File: config.mk
export PLATFORM = sky130hd
export DESIGN_NAME = time_update_seq
export DESIGN_NICKNAME = d
export VERILOG_FILES = /design/src/rtl/time_update_seq.sv
export SDC_FILE = /design/constraint.sdc
export NUM_CORES = 1
export LEC_CHECK = 0
export CAP_MARGIN = 20
export CORE_ASPECT_RATIO = 0.8
export CORE_MARGIN = 2
export CORE_UTILIZATION = 25
export CTS_BUF_LIST = sky130_fd_sc_hd__clkbuf_8
export DETAILED_ROUTE_END_ITERATION = 8
export HOLD_SLACK_MARGIN = 0.03
export PLACE_DENSITY = 0.42
export SYNTH_ARGS = -nofsm -noshare
export SYNTH_HDL_FRONTEND = slang
export SYNTH_SLANG_ARGS = --single-unit
export TNS_END_PERCENT = 30
File: constraint.sdc
create_clock -name clk -period 5.97 [get_ports clk]
set_clock_uncertainty 0.1 [all_clocks]
set_input_delay 1.194 -clock clk [delete_from_list [all_inputs] [get_ports clk]]
set_output_delay 1.194 -clock clk [all_outputs]
set_load 0.02 [all_outputs]
File: src/rtl/time_update_seq.sv
// Time-of-day/date update sequencer: 1 Hz prescaler, one-field-per-clock carry chain, SET-mode adjust.
// Optional leap-year February (29 days when year offset mod 4 == 0) via `define TIME_UPDATE_SEQ_LEAP_EN.
module time_update_seq #(
    parameter int TICK_DIV  = 50_000_000,
    parameter int YEAR_SPAN = 100,
    parameter int YEAR_W    = 7
) (
    input  logic              clk,
    input  logic              rst,
    input  logic              set_mode,
    input  logic [2:0]        field_sel,
    input  logic              inc,
    input  logic              dec,
    output logic [5:0]        sec,
    output logic [5:0]        min,
    output logic [4:0]        hour,
    output logic [4:0]        day,
    output logic [3:0]        month,
    output logic [YEAR_W-1:0] year,
    output logic              busy,
    output logic              upd_done,
    output logic [2:0]        state_o
);

    localparam int CNT_W = $clog2(TICK_DIV);

    typedef enum logic [2:0] {
        IDLE  = 3'd0,
        SEC   = 3'd1,
        MIN   = 3'd2,
        HOUR  = 3'd3,
        DAY   = 3'd4,
        MON   = 3'd5,
        YEAR  = 3'd6,
        CLAMP = 3'd7
    } state_t;

    state_t           state;
    logic [CNT_W-1:0] pre_cnt;
    logic             tick;
    logic             edit_ok;
    logic [4:0]       feb_days;
    logic [4:0]       dim;

    assign state_o = state;

    // Prescaler only runs outside SET mode, so leaving SET always restarts a full second.
    assign tick = !set_mode && (pre_cnt == CNT_W'(TICK_DIV - 1));

    always_ff @(posedge clk) begin
        if (rst || set_mode)
            pre_cnt <= '0;
        else if (pre_cnt == CNT_W'(TICK_DIV - 1))
            pre_cnt <= '0;
        else
            pre_cnt <= pre_cnt + CNT_W'(1);
    end

`ifdef TIME_UPDATE_SEQ_LEAP_EN
    assign feb_days = (year[1:0] == 2'b00) ? 5'd29 : 5'd28;
`else
    assign feb_days = 5'd28;
`endif

    // Shared by run-mode carry, SET day wrap and CLAMP so all three agree.
    function automatic logic [4:0] days_in_month(input logic [3:0] m, input logic [4:0] feb);
        case (m)
            4'd2:                      return feb;
            4'd4, 4'd6, 4'd9, 4'd11:   return 5'd30;
            default:                   return 5'd31;
        endcase
    endfunction

    assign dim = days_in_month(month, feb_days);

    function automatic logic [15:0] wrap_step(input logic [15:0] v, input logic [15:0] lo,
                                              input logic [15:0] hi, input logic up);
        if (up)
            return (v >= hi) ? lo : v + 16'd1;
        else
            return (v <= lo) ? hi : v - 16'd1;
    endfunction

    assign edit_ok = set_mode && (inc ^ dec) && (field_sel < 3'd6);

    always_ff @(posedge clk) begin
        if (rst) begin
            state    <= IDLE;
            sec      <= '0;
            min      <= '0;
            hour     <= '0;
            day      <= 5'd1;
            month    <= 4'd1;
            year     <= '0;
            busy     <= 1'b0;
            upd_done <= 1'b0;
        end else begin
            upd_done <= 1'b0;
            case (state)
                IDLE: begin
                    if (tick) begin
                        state <= SEC;
                        busy  <= 1'b1;
                    end else if (edit_ok) begin
                        // Edits wrap inside the field; no carry into neighbours.
                        case (field_sel)
                            3'd0: sec   <= 6'(wrap_step(16'(sec), 16'd0, 16'd59, inc));
                            3'd1: min   <= 6'(wrap_step(16'(min), 16'd0, 16'd59, inc));
                            3'd2: hour  <= 5'(wrap_step(16'(hour), 16'd0, 16'd23, inc));
                            3'd3: day   <= 5'(wrap_step(16'(day), 16'd1, 16'(dim), inc));
                            3'd4: month <= 4'(wrap_step(16'(month), 16'd1, 16'd12, inc));
                            3'd5: year  <= YEAR_W'(wrap_step(16'(year), 16'd0,
                                                             16'(YEAR_SPAN - 1), inc));
                            default: ;
                        endcase
                        state <= CLAMP;
                        busy  <= 1'b1;
                    end
                end
                SEC: begin
                    if (sec == 6'd59) begin
                        sec   <= '0;
                        state <= MIN;
                    end else begin
                        sec      <= sec + 6'd1;
                        state    <= IDLE;
                        busy     <= 1'b0;
                        upd_done <= 1'b1;
                    end
                end
                MIN: begin
                    if (min == 6'd59) begin
                        min   <= '0;
                        state <= HOUR;
                    end else begin
                        min      <= min + 6'd1;
                        state    <= IDLE;
                        busy     <= 1'b0;
                        upd_done <= 1'b1;
                    end
                end
                HOUR: begin
                    if (hour == 5'd23) begin
                        hour  <= '0;
                        state <= DAY;
                    end else begin
                        hour     <= hour + 5'd1;
                        state    <= IDLE;
                        busy     <= 1'b0;
                        upd_done <= 1'b1;
                    end
                end
                DAY: begin
                    if (day >= dim) begin
                        day   <= 5'd1;
                        state <= MON;
                    end else begin
                        day      <= day + 5'd1;
                        state    <= IDLE;
                        busy     <= 1'b0;
                        upd_done <= 1'b1;
                    end
                end
                MON: begin
                    if (month == 4'd12) begin
                        month <= 4'd1;
                        state <= YEAR;
                    end else begin
                        month    <= month + 4'd1;
                        state    <= IDLE;
                        busy     <= 1'b0;
                        upd_done <= 1'b1;
                    end
                end
                YEAR: begin
                    if (year == YEAR_W'(YEAR_SPAN - 1))
                        year <= '0;
                    else
                        year <= year + YEAR_W'(1);
                    state    <= IDLE;
                    busy     <= 1'b0;
                    upd_done <= 1'b1;
                end
                CLAMP: begin
                    // A month/year edit can leave day past the new month's end.
                    if (day > dim)
                        day <= dim;
                    state    <= IDLE;
                    busy     <= 1'b0;
                    upd_done <= 1'b1;
                end
                default: begin
                    state <= IDLE;
                    busy  <= 1'b0;
                end
            endcase
        end
    end

endmodule

==> reports/metrics.csv, run 1 <==
stage,metric,value,unit
synthesis,average size of a mapped cell,7.570,sq um
sta,final setup fails,0,
placement,Setup WS pre-CTS,2.157,ns
floorplan,Initial Util,25.76,%
global_routing,global-route total usage across every layer,14.23,%
clock_network,clk slew on worst S/H paths,0.07,ns
cells_and_area,fin util,30.28,%
setup_path,CP max stage cell,clkdlybuf4s50_1,
cells_and_area,Layout area overhead,17.57,%
floorplan,chip width,157.4,um
setup_path,CP required,6.16,ns
setup_path,CP peak stage delay,0.94,ns
detailed_routing,drt drc,0,
setup_path,CP endpoint kind,flip-flop,
sta,"Hold Vio Cnt, Final",0,
sta,Worst Max-Slew Pin Slew,0.8463,ns
clock_network,TritonCTS clock tree,built,
clock_network,CTS Buf Count,9,
sta,RSZ-0062 raised after global routing,false,
cells_and_area,fraction of layout instances using a drive strength above 1,6.471,%
sta,FMAX,0.2924,GHz
power,leakage dissipation,0.001907,uW
detailed_routing,First-pass DRT Iterations,5,
floorplan,row cnt,44,
clock_network,Clock Tree Buf Depth,2,
floorplan,IO Count,46,
placement,RePlAce Congestion,0.8211,
sta,Final TNS setup,0,ns
cells_and_area,Final nets,675,
detailed_routing,Post-DRT Antenna Nets,0,
clock_network,root buffer cell,clkbuf_8,
setup_path,"delay-heaviest family, CP",buffers and inverters,
status,status,"complete, no violations",
global_routing,total gr overflow,0,
synthesis,most used flip-flop cell after synthesis,dfxtp_1,
setup_path,CP Buf/Inv Count,1,
global_routing,first-pass GRT wire length,22910,um
setup_path,critical path data arrival time,3.61,ns
synthesis,Netlist cell types,78,
sta,fin crit share,57.29,%
synthesis,synthesized area,4708,sq um
synthesis,Seq cells post-synth,64,
synthesis,"FFs w/ async S/R, synth",0,%
clock_network,# clock sinks,64,
detailed_routing,Vias per Instance,5.212,
setup_path,CP Launch Type,input port,
synthesis,net count after synthesis,652,
sta,Slew Limit Fails,0,
setup_path,CP Max Fanout,19,
detailed_routing,Routed WL,13790,um
placement,post-DP HPWL,9776,um
setup_path,Crit Path Class,in2reg,
synthesis,"Warnings, synthesis",0,
detailed_routing,Via Count,4701,
power,Worst VDD drop,0.00009775,V
clock_network,Clock Latency Late Sink,0.37,ns
floorplan,core area,18280,sq um
placement,IO Port Bufs,45,
job,max-capacitance violation count,0,
global_routing,largest net degree at the start of global routing,43,
global_routing,initial antenna violation count,0,
clock_network,CTS Hold Bufs,0,
setup_path,critical-path cell list,"clkdlybuf4s50_1, xor2_2, and3_1, a31oi_4, o41ai_1, nand2_1, a21oi_1",
hold_path,Hold Path Class,reg2reg,
clock_network,Resized cells post-CTS,0,
synthesis,number of synthesized flops with an enable pin,0,
global_routing,vias in the first global route,4372,
power,PD cells,264.3,nW/um^2
synthesis,register area share after synthesis,27.21,%
floorplan,die height,126.7,um
detailed_routing,DRT iter0 DRCs,320,
clock_network,H-Tree Depth,3,
synthesis,Post-Synthesis Cells,622,
sta,fin crit period,3.420,ns
floorplan,die outline area,19950,sq um
sta,final setup margin,2.550,ns
cells_and_area,# diodes,0,
clock_network,Post-CTS Setup Inserts,0,
detailed_routing,drt wl/cell,15.28,um
sta,Rel. slew slack,43.44,%
-- power breakdown --
group          leakage [uW]  internal [uW]  switching [uW]
combinational       0.00129            220             292
clock             0.0000976            214             197
sequential         0.000518            459            81.5
total               0.00191            893             570
-- cells in the final DEF, fill, tap and decap left out, types with 5 or more instances in the layout --
cell	netlist	final
clkdlybuf4s50_1	0	45
nor3_1	24	24
xnor2_1	9	9
a31oi_1	14	14
nor2_1	74	74
dfxtp_1	64	64
o21ai_0	30	30
inv_1	28	28
o211ai_1	7	7
o22ai_1	6	6
and3b_1	5	5
nor3b_1	5	5
a21oi_1	60	60
ha_1	22	22
xor2_1	17	17
nand2b_1	5	5
or3_1	6	6
a31o_2	7	7
nand2_1	43	43
o31ai_1	5	5
nor4_1	5	5
clkbuf_8	0	11
mux2i_1	6	6
and3_1	10	10
a211oi_1	11	11
nand3_1	26	26
a21o_1	5	5
nand4_1	8	8
-- final cells by class --
type	count	area, sq um
clock inverters	4	53.80
flip-flops and latches	64	1281
repair buffers	47	465.4
inverters	29	108.9
fillers	1980	12740
well taps	253	316.6
clock buffers	11	151.4
multi-input cells	494	3158
-- cells by family (layout without fill, tap and decap cells) --
| family | Yosys count | count (layout) | synth area share (%) |
|---|---|---|---|
| AO/OA/AOI/OAI | 192 | 192 | 27.00 |
| XOR/XNOR | 27 | 27 | 5.182 |
| adder cells (fa/ha/maj) | 22 | 22 | 5.846 |
| buffers and inverters | 64 | 91 | 5.713 |
| flip-flops | 64 | 64 | 27.21 |
| multiplexers | 6 | 6 | 1.276 |
| AND/OR/NAND/NOR | 247 | 247 | 27.77 |
-- path summary, 6_finish.rpt --
path / startpoint / endpoint / slack [ns] / cells after the start
min reg2reg: pre_cnt[0] / pre_cnt[0] / 0.35 / 1
max reg2reg: month[1] / day[0] / 2.70 / 12
min: pre_cnt[0] / pre_cnt[0] / 0.35 / 1
max: inc / year[4] / 2.55 / 7
-- per-stage QoR --
step	hold slack [ns]	instance area (sq um)	power, uW	cells
floorplan	0.3176	4708	898.7	622
detailed placement	0.3342	5330	1058	887
global placement	0.3324	5330	1061	887
finish	0.3466	5535	1463	902
CTS	0.3496	5535	1482	902
global route	0.3699	5535	1569	902
-- layer usage --
layer	share of wire, %	wire length, um	track usage [%]	vias to the layer above
met4	1.5	212	4.599	0
met1	52	7180	20.91	2249
met2	42	5790	20.42	94
li1	-	-	-	2342
met5	0	0	0	-
met3	4.4	602	3.109	16
-- cell usage after synthesis, types with 7 or more instances --
library cell	n	area (sq um)
clkbuf_1	19	71.32
dfxtp_1	64	1281
xor2_1	17	148.9
o211ai_1	7	52.55
nand3_1	26	130.1
a211oi_1	11	82.58
a21oi_1	60	300.3
inv_1	28	105.1
o21ai_0	30	150.1
nor3_1	24	120.1
ha_1	22	275.3
a31oi_1	14	87.58
and3_1	10	62.56
buf_2	10	50.05
nor2_1	74	277.8
nand4_1	8	50.05
nand2_1	43	161.4
a31o_2	7	61.31
xnor2_1	9	78.83
-- flip-flops by register name, summed over array words and instances, names as in the netlist --
| signal | count |
|---|---|
| busy | 1 |
| day | 5 |
| hour | 5 |
| min | 6 |
| month | 4 |
| pre_cnt | 26 |
| sec | 6 |
| state_o | 3 |
| upd_done | 1 |
| year | 7 |
(Power assumes the default switching activity.)
==> run 2: changes to the inputs <==
Clock period 5.97 ns to 3.5 ns, I/O delays scaled along.
==> reports/metrics.csv, run 2 (synthesis results as in run 1) <==
stage,metric,value,unit
status,status,"complete, no violations",
setup_path,CP required,3.67,ns
power,PD cells,474.8,nW/um^2
setup_path,Reg2Reg Depth,12,
cells_and_area,fin util,30.91,%
cells_and_area,Post-Layout Inst Area,5650,sq um
sta,FMAX,0.3215,GHz
clock_network,root buffer cell,clkbuf_8,
cells_and_area,Non-Filler Instances,911,
hold_path,hold path cells,1,
placement,dpl cells,895,
cells_and_area,Layout area overhead,20.01,%
floorplan,IO Count,46,
detailed_routing,met1 wire length,7185,um
placement,Placed Area,5390,sq um
hold_path,Hold Crit Endpoint,pre_cnt[0],
detailed_routing,Routed WL,14210,um
placement,RePlAce Congestion,0.8459,
placement,IO Port Bufs,45,
setup_path,Crit Path Class,reg2reg,
setup_path,CP max stage cell,dfxtp_1,
setup_path,CP Buf/Inv Count,2,
global_routing,initial antenna violation count,0,
clock_network,clk slew on worst S/H paths,0.08,ns
floorplan,core area,18280,sq um
cells_and_area,Final nets,683,
job,max-capacitance violation count,0,
detailed_routing,met3 WL,847,um
detailed_routing,Post-DRT Antenna Nets,0,
sta,fin crit share,88.86,%
detailed_routing,DRT iter0 DRCs,322,
sta,Slew Limit Fails,0,
power,Worst VDD drop,0.0001473,V
global_routing,first-pass GRT wire length,22950,um
global_routing,vias in the first global route,4363,
cells_and_area,# diodes,0,
sta,Rel. slew slack,45.75,%
cells_and_area,"Most flops, register",pre_cnt,
cells_and_area,"most common cell after layout, fill and taps aside",nor2_1,
detailed_routing,Via Count,4757,
clock_network,TritonCTS clock tree,built,
detailed_routing,Vias per Instance,5.222,
detailed_routing,drt wl/cell,15.60,um
sta,fin crit period,3.110,ns
clock_network,CTS Hold Bufs,0,
detailed_routing,Max Used Layer,met4,
cells_and_area,area of the multi-input gates,3158,sq um
setup_path,reg-to-reg critical path startpoint,month[0],
cells_and_area,fraction of layout instances using a drive strength above 1,7.447,%
detailed_routing,met2 WL,6007,um
hold_path,Hold Path Class,reg2reg,
sta,Worst Max-Slew Pin Slew,0.8112,ns
clock_network,Post-CTS Setup Inserts,0,
sta,"Hold Vio Cnt, Final",0,
clock_network,Clock Tree Buf Depth,2,
global_routing,largest net degree at the start of global routing,25,
clock_network,H-Tree Depth,3,
floorplan,row cnt,44,
setup_path,CP endpoint kind,flip-flop,
clock_network,Resized cells post-CTS,0,
setup_path,CP Max Fanout,9,
detailed_routing,drt drc,0,
cells_and_area,Largest regs,"pre_cnt x26, year x7",
setup_path,CP Launch Type,flip-flop,
setup_path,critical-path cell list,"inv_1, ha_1, a21oi_1, o22ai_1, inv_1, ha_1, nand2b_1, a21oi_1, o21ai_0, a2111oi_0, o211ai_1, o31a_1",
setup_path,R2R setup slack,0.39,ns
sta,RSZ-0062 raised after global routing,false,
clock_network,# clock sinks,64,
setup_path,reg-to-reg endpoint,day[0],
cells_and_area,most frequent cells in the layout,"74 x nor2_1, 64 x dfxtp_1, 60 x a21oi_1",
detailed_routing,First-pass DRT Iterations,5,
setup_path,CP peak stage delay,0.52,ns
cells_and_area,# fillers,1991,
cells_and_area,register area,1281,sq um
cells_and_area,max FFs per register,26,
floorplan,Initial Util,25.76,%
global_routing,global-route total usage across every layer,14.38,%
sta,final setup fails,0,
clock_network,CTS Buf Count,9,
setup_path,"delay-heaviest family, CP",compound AO/OA/AOI/OAI gates,
floorplan,die outline area,19950,sq um
setup_path,critical path data arrival time,3.28,ns
floorplan,die height,126.7,um
global_routing,total gr overflow,0,
hold_path,hold_sp,pre_cnt[0],
power,leakage dissipation,0.001983,uW
sta,Final TNS setup,0,ns
clock_network,Clock Latency Late Sink,0.37,ns
floorplan,chip width,157.4,um
placement,post-DP HPWL,10190,um
==> run 2: layer usage <==
metal / global-route usage [%] / vias to the layer above
met4: 3.904 / 0
met3: 3.690 / 14
met5: 0 / -
met2: 20.99 / 161
li1: - / 2355
met1: 20.83 / 2227
==> run 2: power breakdown <==
| group | switching (uW) | total (uW) | internal (uW) |
|---|---|---|---|
| registers | 139 | 922 | 783 |
| logic | 503 | 888 | 385 |
| clock network | 332 | 873 | 542 |
==> run 2: worst max-delay path by stage <==
stage	start	slack [ns]	end	depth (start not counted)
floorplan	month[0]	0.70	day[0]	12
global placement	month[0]	0.55	day[0]	12
detailed placement	month[1]	0.48	day[0]	12
CTS	month[1]	0.44	day[0]	12
global route	month[0]	0.11	day[0]	12
finish	month[0]	0.39	day[0]	12
==> run 2: cell type report <==
cell class                 count  area share, %
multi-input combinational    494          55.89
sequential                    64          22.67
timing repair buffer          55          9.300
tap                          253          5.602
clock inverter                 7          2.414
clock buffer                   9          2.192
inverter                      29          1.926
==> run 2: per-stage QoR <==
step / power [uW] / setup slack, ns / hold slack (ns)
after floorplan: 1533 / 0.7024 / 0.3176
after global placement: 1825 / 0.5511 / 0.3331
after detailed placement: 1819 / 0.4810 / 0.3332
after CTS: 2715 / 0.4422 / 0.3586
after global routing: 2854 / 0.1132 / 0.4091
final: 2683 / 0.3898 / 0.3583
==> run 3: changes to the inputs <==
Settings changed: DONT_BUFFER_PORTS from default to 1, PLACE_DENSITY 0.42 to 0.39.
==> reports/metrics.csv, run 3 (synthesis results as in run 1) <==
stage,metric,value,unit
status,status,"complete, no violations",
floorplan,IO Count,46,
floorplan,die outline area,19950,sq um
setup_path,"delay-heaviest family, CP",compound AO/OA/AOI/OAI gates,
cells_and_area,Post-Layout Inst Area,5107,sq um
hold_path,Hold Path Class,in2reg,
job,max-capacitance violation count,0,
placement,Placed Area,4880,sq um
cells_and_area,fin util,27.94,%
clock_network,Clock Latency Late Sink,0.37,ns
global_routing,total gr overflow,0,
sta,Worst Max-Slew Pin Slew,0.9773,ns
clock_network,Clock Tree Buf Depth,2,
setup_path,CP Launch Type,flip-flop,
cells_and_area,"Most flops, register",pre_cnt,
cells_and_area,most frequent cells in the layout,"74 x nor2_1, 64 x dfxtp_1, 60 x a21oi_1",
detailed_routing,First-pass DRT Iterations,5,
placement,post-DP HPWL,9574,um
sta,Final TNS setup,0,ns
placement,IO Port Bufs,0,
setup_path,CP Buf/Inv Count,2,
power,Final Power,2438,uW
placement,RePlAce Congestion,0.8659,
clock_network,# clock sinks,64,
sta,"Hold Vio Cnt, Final",0,
placement,Setup WS pre-CTS,0.3137,ns
setup_path,CP required,3.65,ns
clock_network,CTS Hold Bufs,0,
floorplan,die height,126.7,um
detailed_routing,DRT iter0 DRCs,278,
setup_path,CP max stage cell,dfxtp_1,
setup_path,Crit Path Class,reg2reg,
setup_path,CP endpoint kind,flip-flop,
sta,Slew Limit Fails,0,
power,leakage dissipation,0.001762,uW
global_routing,global-route total usage across every layer,13.68,%
sta,FMAX,0.3109,GHz
sta,RSZ-0062 raised after global routing,false,
clock_network,Post-CTS Setup Inserts,0,
sta,fin crit share,91.90,%
detailed_routing,Routed WL,13670,um
detailed_routing,Vias per Instance,5.267,
setup_path,critical path data arrival time,3.37,ns
global_routing,initial antenna violation count,0,
clock_network,clk slew on worst S/H paths,0.09,ns
cells_and_area,"most common cell after layout, fill and taps aside",nor2_1,
clock_network,TritonCTS clock tree,built,
global_routing,first-pass GRT wire length,21830,um
detailed_routing,Via Count,4514,
cells_and_area,max FFs per register,26,
cells_and_area,Final nets,630,
sta,final setup margin,0.2836,ns
sta,fin crit period,3.216,ns
global_routing,largest net degree at the start of global routing,43,
detailed_routing,Post-DRT Antenna Nets,0,
cells_and_area,Largest regs,"pre_cnt x26, year x7",
floorplan,Initial Util,25.76,%
clock_network,CTS Buf Count,9,
floorplan,chip width,157.4,um
global_routing,vias in the first global route,4051,
power,Worst VDD drop,0.0001512,V
cells_and_area,Layout area overhead,8.477,%
setup_path,CP Max Fanout,9,
setup_path,critical-path cell list,"inv_1, ha_1, a21oi_1, o22ai_1, inv_1, ha_1, nand2b_1, a21oi_1, o21ai_0, a2111oi_0, o211ai_1, o31a_1",
floorplan,row cnt,44,
detailed_routing,drt wl/cell,15.95,um
clock_network,root buffer cell,clkbuf_8,
floorplan,core area,18280,sq um
sta,final setup fails,0,
cells_and_area,fraction of layout instances using a drive strength above 1,6.954,%
clock_network,Resized cells post-CTS,0,
setup_path,CP peak stage delay,0.62,ns
clock_network,H-Tree Depth,3,
power,PD cells,477.4,nW/um^2
sta,Rel. slew slack,34.76,%
detailed_routing,drt drc,0,
cells_and_area,# diodes,0,
-- run 3: worst reg2reg max path: cells and delay by family, from the launching register on --
kind,cells,cell delay (ns)
compound gates,7,1.42
fa+ha+maj,2,0.51
buf+inv,2,0.29
flops,1,0.62
simple gates,1,0.16
-- run 3: metrics by stage --
stage	hold WS, ns	std cells
global route	0.2617	857
global placement	0.3288	842
floorplan	0.3176	622
detailed placement	0.3460	842
finish	0.2944	857
CTS	0.2629	857
-- run 3: final timing paths --
| path | start | endpoint | slack (ns) | cells past startpoint |
|---|---|---|---|---|
| worst max-delay path | month[1] | day[0] | 0.28 | 12 |
| worst min-delay path | rst | month[3] | 0.29 | 1 |
| worst max register to register | month[1] | day[0] | 0.28 | 12 |
| worst min register to register | pre_cnt[0] | pre_cnt[0] | 0.36 | 1 |
-- run 3: where the power goes --
| group | switching (uW) | internal [uW] | total [uW] |
|---|---|---|---|
| Sequential | 213 | 783 | 996 |
| Clock | 324 | 439 | 763 |
| Combinational | 392 | 286 | 679 |
| Total | 930 | 1510 | 2440 |
-- run 3: area by class of cell --
cell class / count / area (sq um)
Clock buffer: 11 / 151.4
Clock inverter: 4 / 76.32
Fill cell: 2008 / 13170
Inverter: 29 / 108.9
Multi-Input combinational cell: 494 / 3158
Sequential cell: 64 / 1281
Tap cell: 253 / 316.6
Timing Repair Buffer: 2 / 15.01
-- run 3: per-layer routing --
layer / up-vias / wire length [um] / GRT usage, %
met5: - / 0 / 0
met4: 0 / 146 / 3.155
met3: 11 / 1038 / 5.193
met2: 128 / 5750 / 19.68
met1: 2117 / 6732 / 19.21
li1: 2258 / - / -
